## src/rtl/hazard_scoreboard.sv

```systemverilog
// Decode-stage hazard scoreboard: per-register pending counters drive stall, operand forwarding muxes.
// Optional HAZARD_PERF_EN adds a saturating stall_cycles performance counter output.
module hazard_scoreboard #(
    parameter int BITS       = 32,
    parameter int REG_WORDS  = 32,
    parameter int NUM_RD     = 2,
    parameter int FWD_STAGES = 3,
    parameter int ALU_LAT    = 1,
    parameter int LOAD_LAT   = 2,
    localparam int AW        = $clog2(REG_WORDS)
) (
    input  logic                     clk,
    input  logic                     rst_,
    input  logic                     id_valid,
    input  logic                     id_rw,
    input  logic                     id_load,
    input  logic [AW-1:0]            id_waddr,
    input  logic [NUM_RD*AW-1:0]     r_addr,
    input  logic [NUM_RD-1:0]        r_use,
    input  logic [NUM_RD*BITS-1:0]   rf_rdata,
    input  logic [FWD_STAGES-1:0]    fwd_valid,
    input  logic [FWD_STAGES*AW-1:0] fwd_waddr,
    input  logic [FWD_STAGES*BITS-1:0] fwd_data,
    output logic [NUM_RD*BITS-1:0]   rd_data,
`ifdef HAZARD_PERF_EN
    output logic [31:0]              stall_cycles,
`endif
    output logic [NUM_RD-1:0]        fwd_hit,
    output logic                     stall
);

    localparam int CW = (LOAD_LAT < 1) ? 1 : $clog2(LOAD_LAT + 1);

    logic [CW-1:0]   cnt_r [REG_WORDS];
    logic [AW-1:0]   raddr_s [NUM_RD];
    logic [BITS-1:0] rd_data_s [NUM_RD];
    logic [NUM_RD-1:0] hit_s;
    logic            stall_s;
    logic            issue_s;
    logic [CW-1:0]   lat_s;

    // Split the packed read-address bus into per-port addresses
    always_comb begin
        for (int i = 0; i < NUM_RD; i++) begin
            raddr_s[i] = r_addr[i*AW +: AW];
        end
    end

    // A consumed operand whose register still has a pending producer holds decode
    always_comb begin
        stall_s = 1'b0;
        for (int i = 0; i < NUM_RD; i++) begin
            if (id_valid && r_use[i] && (raddr_s[i] != '0) &&
                (32'(raddr_s[i]) < REG_WORDS) && (cnt_r[raddr_s[i]] != '0)) begin
                stall_s = 1'b1;
            end else begin
                stall_s = stall_s;
            end
        end
    end

    assign issue_s = id_valid && !stall_s && id_rw && (id_waddr != '0);
    assign lat_s   = id_load ? CW'(LOAD_LAT) : CW'(ALU_LAT);

    // Pending counters: issue reloads (wins over decrement), others count down to zero
    always_ff @(posedge clk or negedge rst_) begin
        if (!rst_) begin
            for (int r = 0; r < REG_WORDS; r++) begin
                cnt_r[r] <= '0;
            end
        end else begin
            for (int r = 1; r < REG_WORDS; r++) begin
                if (issue_s && (id_waddr == AW'(r)) && (lat_s != '0)) begin
                    cnt_r[r] <= lat_s;
                end else if (cnt_r[r] != '0) begin
                    cnt_r[r] <= cnt_r[r] - CW'(1);
                end
            end
        end
    end

    // Forward mux: scan oldest to youngest so the youngest matching stage wins
    always_comb begin
        for (int i = 0; i < NUM_RD; i++) begin
            rd_data_s[i] = rf_rdata[i*BITS +: BITS];
            hit_s[i]     = 1'b0;
            for (int k = FWD_STAGES - 1; k >= 0; k--) begin
                if (fwd_valid[k] && (raddr_s[i] != '0) &&
                    (fwd_waddr[k*AW +: AW] == raddr_s[i])) begin
                    rd_data_s[i] = fwd_data[k*BITS +: BITS];
                    hit_s[i]     = 1'b1;
                end else begin
                    hit_s[i]     = hit_s[i];
                end
            end
        end
    end

    // Pack per-port forwarding results onto the output bus
    always_comb begin
        for (int i = 0; i < NUM_RD; i++) begin
            rd_data[i*BITS +: BITS] = rd_data_s[i];
        end
    end

    assign fwd_hit = hit_s;
    assign stall   = stall_s;

`ifdef HAZARD_PERF_EN
    logic [31:0] stall_cycles_r;

    // Saturating count of cycles spent stalled
    always_ff @(posedge clk or negedge rst_) begin
        if (!rst_) begin
            stall_cycles_r <= 32'h0000_0000;
        end else if (stall_s && (stall_cycles_r != 32'hFFFF_FFFF)) begin
            stall_cycles_r <= stall_cycles_r + 32'h0000_0001;
        end
    end

    assign stall_cycles = stall_cycles_r;
`endif

endmodule

```

## config.mk

```make
export PLATFORM = sky130hd
export DESIGN_NAME = hazard_scoreboard
export DESIGN_NICKNAME = d
export VERILOG_FILES = /design/src/rtl/hazard_scoreboard.sv
export SDC_FILE = /design/constraint.sdc
export NUM_CORES = 1
export LEC_CHECK = 0
export CAP_MARGIN = 0
export CORE_UTILIZATION = 46
export CTS_CLUSTER_SIZE = 30
export DETAILED_ROUTE_END_ITERATION = 12
export PLACE_DENSITY = 0.83
export SLEW_MARGIN = 10
export SYNTH_ARGS = -nofsm -noshare
export SYNTH_HDL_FRONTEND = slang
export SYNTH_SLANG_ARGS = --single-unit
export TNS_END_PERCENT = 1
```

## constraint.sdc

```tcl
create_clock -name clk -period 3.3 [get_ports clk]
set_input_delay 0.66 -clock clk [delete_from_list [all_inputs] [get_ports clk]]
set_output_delay 0.66 -clock clk [all_outputs]
set_load 0.02 [all_outputs]
```

==> impl_metrics.env <==
export IMPL_synth_edff_count=0
export IMPL_drv_slew=0
export IMPL_max_stage_delay_ns=0.50
export IMPL_fp_dieH_um=127.2
export IMPL_syn_inst=911
export IMPL_drt_iter0_markers=735
export IMPL_antenna_found_initial=8
export IMPL_final_common_cell="clkdlybuf4s50_1"
export IMPL_die_area_mm2=0.01617
export IMPL_hold_buffers=0
export IMPL_hold_slack_ns=0.3928
export IMPL_layout_setup_ws_ns=-0.06278
export IMPL_synthDistinctLibCells=59
export IMPL_die_w_um=127.2
export IMPL_worstReg2RegEnd="cnt_r[40]$_DFFE_PN0P_"
export IMPL_fmax_mhz=297.4
export IMPL_wirelength_um=31640
export IMPL_tns_ns=-0.4386
export IMPL_yosysSeqAreaShare_pct=21.53
export IMPL_r2r_setup_slack_ns=0.52
export IMPL_finalSetupViolations=19
export IMPL_crit_path_cell_trace="clkdlybuf4s50_1 -> xnor2_1 -> nand4_1 -> nor4_2 -> buf_4 -> buf_12 -> nand2_1 -> o21ai_1 -> buf_2"
export IMPL_hold_viol_final=0
export IMPL_fin_area_mm2=0.01138
export IMPL_cts_sinks=62
export IMPL_cp_max_fo=32
export IMPL_clkTransAtPathRegs_ns=0.06
export IMPL_regToRegStartpoint="cnt_r[48]$_DFFE_PN0P_"
export IMPL_layout_common_cells="175 x clkdlybuf4s50_1, 164 x nand2_1, 132 x buf_4"
export IMPL_vias=8391
export IMPL_regMostFlops="cnt_r"
export IMPL_ys_seq_elements=62
export IMPL_insertion_delay_ns=0.34
export IMPL_ys_flop_type="dfrtp_1"
export IMPL_finalCritPeriodShare_pct=101.9
export IMPL_io_buffer_count=266
export IMPL_drive_above_1_share_pct=26.34
export IMPL_slew_headroom_pct=48.58
export IMPL_post_dp_hpwl_um=23460
export IMPL_skew_ns=0.005467
export IMPL_gp_congestion=0.9851
export IMPL_detail_route_antenna_nets=0
export IMPL_min_path_type="in2async"
export IMPL_reg_top3="cnt_r x62"
export IMPL_synth_nets=1142
export IMPL_grt_ovfl_total=0
export IMPL_via_per_inst=5.662
export IMPL_avgSynthCellArea_um2=7.910
export IMPL_end_kind="primary output"
export IMPL_yosys_area_top_type="dfrtp_1"
export IMPL_wl_per_cell_um=21.35
export IMPL_yosysWarnings=2
export IMPL_rsz0062_at_grt="yes"
export IMPL_area_delta_synth_final_pct=57.98
export IMPL_worstPathArrival_ns=2.70
export IMPL_utilization_pct=74.60
export IMPL_synth_top_area_share_pct=21.53
export IMPL_design_core_area_mm2=0.01526
export IMPL_placed_cell_area_mm2=0.01083
export IMPL_globalRouteTotalUtil_pct=37.87
export IMPL_critPathKind="in2out"
export IMPL_num_rows=45
export IMPL_worstMarginPinSlew_ns=0.7714
export IMPL_clockRootBuffer="clkbuf_16"
export IMPL_cts_tree="done"
export IMPL_status="finished, violations left"
export IMPL_fin_crit_ns=3.363
export IMPL_numCtsBuffers=9
export IMPL_dr_pass1_iters=5
export IMPL_cts_htree_levels=3
export IMPL_fin_nets=1490
export IMPL_grt_pass1_wl_um=45480
export IMPL_grt_pass1_vias=7878
export IMPL_maxCapViolations=0
export IMPL_ff2ff_path_depth=9
export IMPL_start_kind="input pin"
export IMPL_synthesis_area_mm2=0.007206
export IMPL_clk_path_buf_depth=2
export IMPL_ys_top_cells_by_area="dfrtp_1 22%, mux2i_1 16%, o21ai_0 9.9%"
export IMPL_largest_reg_flops=62
export IMPL_io_pins=267
export IMPL_p_leak_nw=5.051
export IMPL_power_density_mw_per_mm2=510.8
export IMPL_ir_worst_vdd_mv=0.4684
export IMPL_grt_max_degree=63
export IMPL_worstPathRequired_ns=2.64
export IMPL_finalPower_w=0.005814
export IMPL_slowest_stage="clkdlybuf4s50_1"
export IMPL_async_flop_share_pct=100.0
export IMPL_start_util_pct=47.22
export IMPL_violations="setup timing"
export IMPL_drc_errors=0
==> critical path: cells and delay by family <==
family | cells | cell delay, ns
buffers and inverters | 4 | 1.16
AND/OR/NAND/NOR | 3 | 0.50
XOR/XNOR | 1 | 0.26
AO/OA/AOI/OAI | 1 | 0.11
==> how the worst max path moves through the flow <==
stage / startpoint / end / slack [ns] / cells after the start
final: fwd_waddr[4] / rd_data[49] / -0.06 / 9
after floorplan: r_addr[6] / rd_data[40] / -0.11 / 10
after detailed placement: r_addr[3] / rd_data[31] / -0.88 / 10
after global placement: r_addr[3] / rd_data[31] / -0.90 / 10
after global routing: fwd_waddr[2] / rd_data[3] / -0.08 / 9
after CTS: r_addr[5] / rd_data[40] / -0.17 / 13
==> cells by family (layout without fill, tap and decap cells) <==
logic type	count (synthesis)	in the layout	share of synthesized area, %
simple gates	306	306	21.51
buf+inv	128	481	7.466
fa+ha+maj	31	31	5.383
other cells	0	7	0
compound gates	171	171	13.51
xor+xnor	61	61	7.414
mux	152	152	23.18
flops	62	62	21.53
==> final cells by class <==
type                            instances  area, um2
Fill cell                            1120       3875
Clock buffer                           10      239.0
Sequential cell                        62       1551
Clock inverter                          6      61.31
Tap cell                              211      264.0
Timing Repair Buffer                  398       3739
Inverter                               67      251.5
Multi-Input combinational cell        721       5260
Antenna cell                            7      17.52
==> through the flow <==
| stage | std cells | setup WS [ns] |
|---|---|---|
| 6_report | 1482 | -0.06278 |
| 5_1_grt | 1481 | -0.08010 |
| 4_1_cts | 1468 | -0.1720 |
| 3_5_place_dp | 1439 | -0.8776 |
| 3_3_place_gp | 1439 | -0.8952 |
| 2_1_floorplan | 911 | -0.1093 |
==> power by group <==
| group | internal, W | total, W | switching [W] |
|---|---|---|---|
| Sequential | 0.00120 | 0.00156 | 0.000358 |
| Combinational | 0.00169 | 0.00330 | 0.00160 |
| Clock | 0.000601 | 0.000955 | 0.000354 |
| Total | 0.00350 | 0.00581 | 0.00232 |
==> per-layer routing <==
metal,GRT usage (%),vias to the layer above,wire (um)
met5,0,-,13
met4,16.46,2,1400
met3,12.35,100,3615
met2,57.34,503,13960
met1,49.35,3924,12650
li1,-,3862,-
==> synthesized netlist by cell type, drive strengths merged, types with 13 or more instances <==
cell and count:
nand2 164, inv 67, ha 31, xnor2 18
mux2i 114, mux2 32, or3 15, or2 13
buf 27, xor2 43, clkbuf 34, dfrtp 62
o21ai 143, nor3 36, nor2 38
==> what timing repair did <==
action / in CTS / in global routing
endpoints found under the hold margin: 0 / 0
endpoints found under the setup margin: 93 / 67
pin swaps: 15 / 14
resized for setup: 406 / 63
cloned: 6 / 2
buffers inserted: 7 / 6
No activity file was read; power rests on OpenSTA's default activity.
